[src/rtl/level_sequencer.sv]
`default_nettype none
// ----------------------------------------------------------------------------
// level_sequencer: per-level round configuration, lives and round sequencing
// beside game_controller. Revision 1.0
// ----------------------------------------------------------------------------
module level_sequencer #(
  parameter int BASE_TIME    = 1500,
  parameter int TIME_STEP    = 100,
  parameter int MIN_TIME     = 300,
  parameter int BASE_BUTTONS = 6,
  parameter int MAX_BUTTONS  = 15,
  parameter int MAX_LEVEL    = 15,
  parameter int LIVES        = 3
) (
  input  logic        clk,
  input  logic        rst,
  input  logic        start_req,
  input  logic [1:0]  game_state,
  output logic        round_start,
  output logic [10:0] initial_time,
  output logic [5:0]  button_count,
  output logic [3:0]  level_num,
  output logic [1:0]  lives_left,
  output logic        level_up,
  output logic        game_over
);

  localparam logic [1:0] GS_WAITING   = 2'd0;
  localparam logic [1:0] GS_COUNTDOWN = 2'd1;
  localparam logic [1:0] GS_SUCCESS   = 2'd2;
  localparam logic [1:0] GS_FAILURE   = 2'd3;

  typedef enum logic [1:0] {
    S_IDLE      = 2'd0,
    S_WAIT_RUN  = 2'd1,
    S_RUN       = 2'd2,
    S_GAME_OVER = 2'd3
  } state_t;

  state_t      state, state_n;
  logic [1:0]  gs_q, gs_qq;
  logic        succ_edge, fail_edge;
  logic [10:0] time_n;
  logic [5:0]  btn_n;
  logic [3:0]  level_n;
  logic [1:0]  lives_n;
  logic        round_start_n, level_up_n, game_over_n;

  logic [3:0]  level_inc;
  logic [11:0] time_ext;
  logic [10:0] time_dec;
  logic [6:0]  btn_sum;
  logic [5:0]  btn_next;

  assign succ_edge = (gs_q == GS_SUCCESS) && (gs_qq != GS_SUCCESS);
  assign fail_edge = (gs_q == GS_FAILURE) && (gs_qq != GS_FAILURE);

  // Difficulty step on a clear; the time subtraction is widened so it can never wrap.
  assign level_inc = (level_num == 4'(MAX_LEVEL)) ? level_num : level_num + 4'd1;
  assign time_ext  = {1'b0, initial_time};
  assign time_dec  = (time_ext >= 12'(TIME_STEP + MIN_TIME)) ?
                     11'(time_ext - 12'(TIME_STEP)) : 11'(MIN_TIME);
  assign btn_sum   = 7'(BASE_BUTTONS) + {3'b000, level_inc};
  assign btn_next  = (btn_sum > 7'(MAX_BUTTONS)) ? 6'(MAX_BUTTONS) : btn_sum[5:0];

  always_comb begin
    state_n       = state;
    time_n        = initial_time;
    btn_n         = button_count;
    level_n       = level_num;
    lives_n       = lives_left;
    round_start_n = 1'b0;
    level_up_n    = 1'b0;
    case (state)
      S_IDLE: begin
        if (start_req) begin
          round_start_n = 1'b1;
          state_n       = S_WAIT_RUN;
        end
      end
      S_WAIT_RUN: begin
        if (gs_q == GS_COUNTDOWN) state_n = S_RUN;
      end
      S_RUN: begin
        if (succ_edge) begin
          level_n    = level_inc;
          time_n     = time_dec;
          btn_n      = btn_next;
          level_up_n = 1'b1;
          state_n    = S_IDLE;
        end else if (fail_edge) begin
          if (lives_left <= 2'd1) begin
            lives_n = 2'd0;
            state_n = S_GAME_OVER;
          end else begin
            lives_n = lives_left - 2'd1;
            state_n = S_IDLE;
          end
        end
      end
      S_GAME_OVER: begin
        if (start_req) begin
          time_n        = 11'(BASE_TIME);
          btn_n         = 6'(BASE_BUTTONS);
          level_n       = 4'd0;
          lives_n       = 2'(LIVES);
          round_start_n = 1'b1;
          state_n       = S_WAIT_RUN;
        end
      end
      default: state_n = S_IDLE;
    endcase
    game_over_n = (state_n == S_GAME_OVER);
  end

  always_ff @(posedge clk) begin
    if (rst) begin
      state        <= S_IDLE;
      gs_q         <= GS_WAITING;
      gs_qq        <= GS_WAITING;
      initial_time <= 11'(BASE_TIME);
      button_count <= 6'(BASE_BUTTONS);
      level_num    <= 4'd0;
      lives_left   <= 2'(LIVES);
      round_start  <= 1'b0;
      level_up     <= 1'b0;
      game_over    <= 1'b0;
    end else begin
      state        <= state_n;
      gs_q         <= game_state;
      gs_qq        <= gs_q;
      initial_time <= time_n;
      button_count <= btn_n;
      level_num    <= level_n;
      lives_left   <= lives_n;
      round_start  <= round_start_n;
      level_up     <= level_up_n;
      game_over    <= game_over_n;
    end
  end

endmodule
`default_nettype wire

[config.mk]
export PLATFORM = sky130hd
export DESIGN_NAME = level_sequencer
export DESIGN_NICKNAME = d
export VERILOG_FILES = /design/src/rtl/level_sequencer.sv
export SDC_FILE = /design/constraint.sdc
export NUM_CORES = 1
export LEC_CHECK = 0
export CAP_MARGIN = 0
export CORE_MARGIN = 2
export CORE_UTILIZATION = 55
export CTS_CLUSTER_SIZE = 12
export DETAILED_ROUTE_END_ITERATION = 8
export PLACE_DENSITY_LB_ADDON = 0.12
export SETUP_SLACK_MARGIN = 0.5
export SLEW_MARGIN = 25
export SYNTH_ARGS = -nofsm -noshare
export SYNTH_HDL_FRONTEND = slang
export SYNTH_SLANG_ARGS = --single-unit
[constraint.sdc]
create_clock -name clk -period 6 [get_ports clk]
set_input_delay 1.5 -clock clk [delete_from_list [all_inputs] [get_ports clk]]
set_output_delay 1.5 -clock clk [all_outputs]
set_load 0.1 [all_outputs]
==> results of run 1 <==
where the power goes:
part           leakage (nW)  switching (mW)  internal [mW]
combinational         0.484          0.0401         0.0171
sequential            0.235         0.00478          0.197
clock                0.0455          0.0696         0.0994
total                 0.765           0.114          0.314
path summary, 6_finish.rpt:
check                     to  depth (start not counted)
max          initial_time[5]                          1
min          button_count[3]                          2
max reg2reg  button_count[3]                          8
min reg2reg  button_count[3]                          2
layout make-up:
class                   count  area share
flip-flops and latches     29      0.2935
well taps                  31     0.01961
multi-input cells         145      0.4889
repair buffers             27      0.1341
inverters                  11     0.02087
clock buffers               7     0.02783
clock inverters             1     0.01518
flip-flops by register name (all words and copies together) (netlist names):
register      count
initial_time      9
button_count      5
level_num         4
gs_q              2
gs_qq             2
lives_left        2
state             2
game_over         1
level_up          1
round_start       1
cells by family (layout without fill, tap and decap cells):
kind of cell	Yosys count	in the layout	share of synthesized area
and+or+nand+nor	72	72	0.2344
AOI/OAI and AO/OA	55	55	0.2420
DFF	29	29	0.3521
buffers and inverters	22	46	0.06601
adders and majority gates	9	9	0.06829
muxes	4	4	0.02428
xor gates and xnor gates	2	2	0.01062
other	1	3	0.002274
per-layer routing:
metal | wire length, um | vias up | part of all wire
met5 | 0 | - | 0
met4 | 64 | 0 | 0.017
li1 | - | 744 | -
met1 | 1595 | 736 | 0.42
met2 | 1943 | 56 | 0.51
met3 | 224 | 11 | 0.059
placed cells by master, fill, tap and decap left out, drive strengths merged, types with 5 or more instances in the layout:
cell,instances
ha,9
nand2,14
nand2b,5
inv,11
nor2b,7
nor2,24
clkdlybuf4s50,26
clkbuf,7
a21oi,12
dfxtp,29
o21ai,11
tightest hold or removal path, cell delays in order (launching register included):
cell	delay, ns
dfxtp_1	0.32
nand2_1	0.05
a21oi_1	0.05
metrics by stage:
step	cell area (um^2)	setup WS, ns
CTS	1983	2.455
floorplan	1657	3.190
finish	1978	2.449
global route	1978	2.406
global placement	1898	2.605
detailed placement	1898	2.531
==> qor.yml, run 1 <==
grt_pass1_vias: 1470
grt_util_met3: 0.04835
num_rows: 19
required_ns: 4.50
crit_type: "flip-flop to output pin"
ys_top_cells_by_area: "dfxtp_1 (35%), ha_1 (6.8%), nor2_1 (5.5%), a21oi_1 (3.6%), nand2_1 (3.0%)"
tritoncts: "yes"
critical_path.max_fanout: 9
synth_edf_count: 0
seq_area_um2: 580.6
gr-usage-met2: 0.4175
max_stage_delay_ns: 1.20
dieWidth_um: 58.76
gp_congestion: 0.8172
hold_class: "flip-flop to flip-flop"
grt_overflow: 0
fin_setup_tns_ns: 0
p_leak_nw: 0.7646
rsz0062_at_grt: "false"
finalClockSkew_ns: 0.01502
status: "complete, but fails checks"
violations: "design-rule violations"
postSynthCellCount: 194
cts_root_buffer: "clkbuf_4"
grt_max_degree: 31
arrival_ns: 2.05
fin_cells: 251
syn_area_per_cell_um2: 8.500
clkLatencyLatePin_ns: 0.34
finalHoldViolCount: 0
via_per_inst: 6.163
grt_use_total: 0.2406
drv_cap: 0
startpoint_type: "flip-flop"
timing.fmax_ghz: 0.2816
finalSetupViolCount: 0
tightestPinTransition_ns: 0.9721
crit_chain: "clkdlybuf4s50_1"
firstDrtPassIters: 6
cp_slowest_cell: "clkdlybuf4s50_1"
synthToLayoutAreaGrowth_pct: 19.95
critPathCaptureType: "output pin"
path_clk_slew_ns: 0.10
startpoint: "initial_time[5]"
utilization: 0.7052
top_usage_layer: "met2"
powerDensity_nw_per_um2: 216.3
antenna_found_initial: 0
multi_input_area_um2: 967.2
wl_per_cell_um: 15.25
io_pins: 31
nNetsFinal: 233
hpwl_mm: 2.662
netlist_area_um2: 1649
slew_violations: 0
wl_mm: 3.828
r2r_slack_ns: 3.63
cts_max_level: 2
antenna_cells: 0
layout-drive-gt1-share: 0.1045
cts_hold_buf: 0
ys_ff_latch: 29
synthTopCellsByCount: "dfxtp_1 (29), nor2_1 (24), nand2_1 (13)"
vdd_drop_max_mv: 0.1584
synth.distinct_cells: 55
cts_buffer_depth: 2
start_util: 0.5879
worst-path-buf-inv: 1
io_buffers: 27
remaining_drc_errors: 3
relSlewSlack: 0.3499
clkSinkCount: 29
die_h_um: 58.76
fp.dieArea_um2: 3452
hold_slack_ns: 0.4578
synth-main-ff-cell: "dfxtp_1"
numCtsBuffers: 5
drt_iter0_drc: 91
asyncSetResetFlopFracSynth: 0
fillCellCount: 216
grtUsageMet1: 0.2807
num_vias: 1547
ys_seq_area_frac: 0.3520
post-synth-top-area-cell: "dfxtp_1"
crit_family: "buffers and inverters"
grt_pass1_wl_mm: 6.430
yosys_warnings: 0
p_total_uw: 427.9
fin_crit_sh: 0.5918
min_from: "button_count[3]"
finalCriticalPeriod_ns: 3.551
cts_resized: 0
synth.top_cell.area_share: 0.3520
ant_nets: 0
fp.coreArea_um2: 2805
r2r-start: "level_num[1]"
dp.cells: 243
yosysMostFrequentCell: "dfxtp_1"
postCtsSetupBuffers: 0
Note: power is estimated with default switching activity, not from simulation.
==> run 2: changes to the inputs <==
Settings changed: CORE_UTILIZATION 55 to 46.
Clock period 6 ns to 2.8 ns, I/O delays scaled along.
==> run 2 against run 1 <==
Compared with the run above:
- the flow now finishes without violations
- routed wire length decreased by 4.6%
- utilization decreased by 13 points
- sequential share of layout area increased by 0.91 points
- critical path depth increased by 7
- flip-flop and latch count unchanged
- critical path type is now flip-flop to flip-flop
==> qor.yml, run 2 (same netlist as run 1, synthesis figures left out) <==
status: "finished, final reports clean"
cts_buffer_depth: 2
finalHoldViolCount: 0
crit_chain: "ha_2 > nand3_1 > mux2i_2 > ha_2 > nor2_1 > a32oi_1 > o221ai_1 > a21oi_1"
cts_root_buffer: "clkbuf_4"
firstDrtPassIters: 4
layout-drive-gt1-share: 0.2387
grt_pass1_vias: 1337
wl_per_cell_um: 13.63
drv_cap: 0
powerDensity_nw_per_um2: 422.7
fin_setup_tns_ns: 0
p_comb_frac: 0.151
r2r-start: "level_num[1]"
rsz0062_at_grt: "false"
fin_area_um2: 1952
p_leak_nw: 0.7750
finalClockSkew_ns: 0.01708
io_buffers: 27
io_pins: 31
regToRegEndpoint: "button_count[3]"
remaining_drc_errors: 0
final_cell_mix: "dfxtp_1 (25), buf_4 (25), nor2_1 (24)"
switching_share: 0.2946
utilization: 0.5759
start_util: 0.4865
largest_register_ff_count: 9
hold_class: "flip-flop to flip-flop"
wl_mm: 3.652
grt_overflow: 0
critical_path.max_fanout: 9
p_int_uw: 582.1
antenna_cells: 0
hold_end: "button_count[3]"
ant_nets: 0
clkLatencyLatePin_ns: 0.34
clkPwrFrac: 0.327
fin_crit_sh: 0.7364
synthToLayoutAreaGrowth_pct: 18.36
reg_top3: "initial_time: 9 flops, button_count: 5 flops, level_num: 4 flops"
r2r_slack_ns: 0.74
pwr-share-seq: 0.522
num_vias: 1471
grt_pass1_wl_mm: 6.120
timing.fmax_ghz: 0.4850
gp_congestion: 0.8301
path_clk_slew_ns: 0.09
nNetsFinal: 235
via_per_inst: 5.489
antenna_found_initial: 0
crit_type: "flip-flop to flip-flop"
arrival_ns: 2.33
postCtsSetupBuffers: 0
fp.coreArea_um2: 3390
dieWidth_um: 63.88
top_register: "initial_time"
slew_violations: 0
clkSinkCount: 29
hpwl_mm: 2.620
startpoint_type: "flip-flop"
tritoncts: "yes"
max_stage_delay_ns: 0.41
place_area_um2: 1884
critPathCaptureType: "flip-flop"
finalCriticalPeriod_ns: 2.062
path_common_cell: "ha_2"
worstHoldPathCells: 2
vdd_drop_max_mv: 0.2346
cts_max_level: 2
switchingPower_uw: 243.0
num_rows: 21
numCtsBuffers: 5
required_ns: 3.07
grt_use_total: 0.1893
cp_slowest_cell: "dfxtp_4"
min_from: "button_count[3]"
finalSetupViolCount: 0
fp.dieArea_um2: 4080
drt_iter0_drc: 96
die_h_um: 63.88
grt_max_degree: 21
ff2ff_path_depth: 8
==> run 2: cell types whose count changed in the layout (fill, tap and decap cells not counted), sizes merged <==
cell           delta
buf              +24
bufinv            -1
clkbuf            +1
clkdlybuf4s50    -22
==> run 2: worst max-delay path: cells and delay by family, from the launching register on <==
kind            cells  cell delay, ns
fa+ha+maj           2            0.56
compound gates      3            0.47
flops               1            0.41
mux                 1            0.32
simple gates        2            0.24
==> run 2: area by class of cell <==
cell class                 instances  area [um^2]
fill                             321         1438
tap                               46        57.56
clock buffer                       8        58.81
sequential                        29        590.6
inverter                          11        41.29
multi-input combinational        145        975.9
timing repair buffer              29        227.7
==> run 2: how the worst max path moves through the flow <==
stage,slack [ns],to,depth (start not counted),startpoint
2_1_floorplan,0.57,button_count[3],8,level_num[3]
3_3_place_gp,0.58,initial_time[2],5,start_req
3_5_place_dp,0.52,initial_time[10],5,start_req
4_1_cts,0.65,button_count[3],8,level_num[1]
5_1_grt,0.52,button_count[3],8,level_num[1]
6_report,0.74,button_count[3],8,level_num[1]
==> run 2: repair_timing <==
| item | in CTS | in global routing |
|---|---|---|
| hold endpoints to repair | 0 | 0 |
| resized for setup | 0 | 3 |
| hold buffers | 0 | 0 |
| setup endpoints to repair | 0 | 1 |
==> run 2: routing by layer <==
metal,GRT usage,share of wire
met5,0,0
met4,0.06522,0.018
met3,0.05282,0.046
met2,0.3333,0.51
met1,0.2183,0.43
==> run 2: power by group through the flow <==
stage	Sequential [mW]	Clock, mW	Combinational, mW
4_1_cts	0.430	0.276	0.125
6_report	0.431	0.270	0.125
5_1_grt	0.432	0.294	0.135
2_1_floorplan	0.461	0	0.0804
3_3_place_gp	0.439	0	0.121
3_5_place_dp	0.440	0	0.124
==> run 2: through the flow <==
stage / power (mW) / hold slack [ns] / cells / worst slack, ns
6_report: 0.8251 / 0.4657 / 268 / 0.7380
5_1_grt: 0.8618 / 0.4979 / 268 / 0.5211
4_1_cts: 0.8317 / 0.4741 / 268 / 0.6455
3_5_place_dp: 0.5642 / 0.4597 / 260 / 0.5236
3_3_place_gp: 0.5600 / 0.4441 / 260 / 0.5753
2_1_floorplan: 0.5416 / 0.4627 / 196 / 0.5667
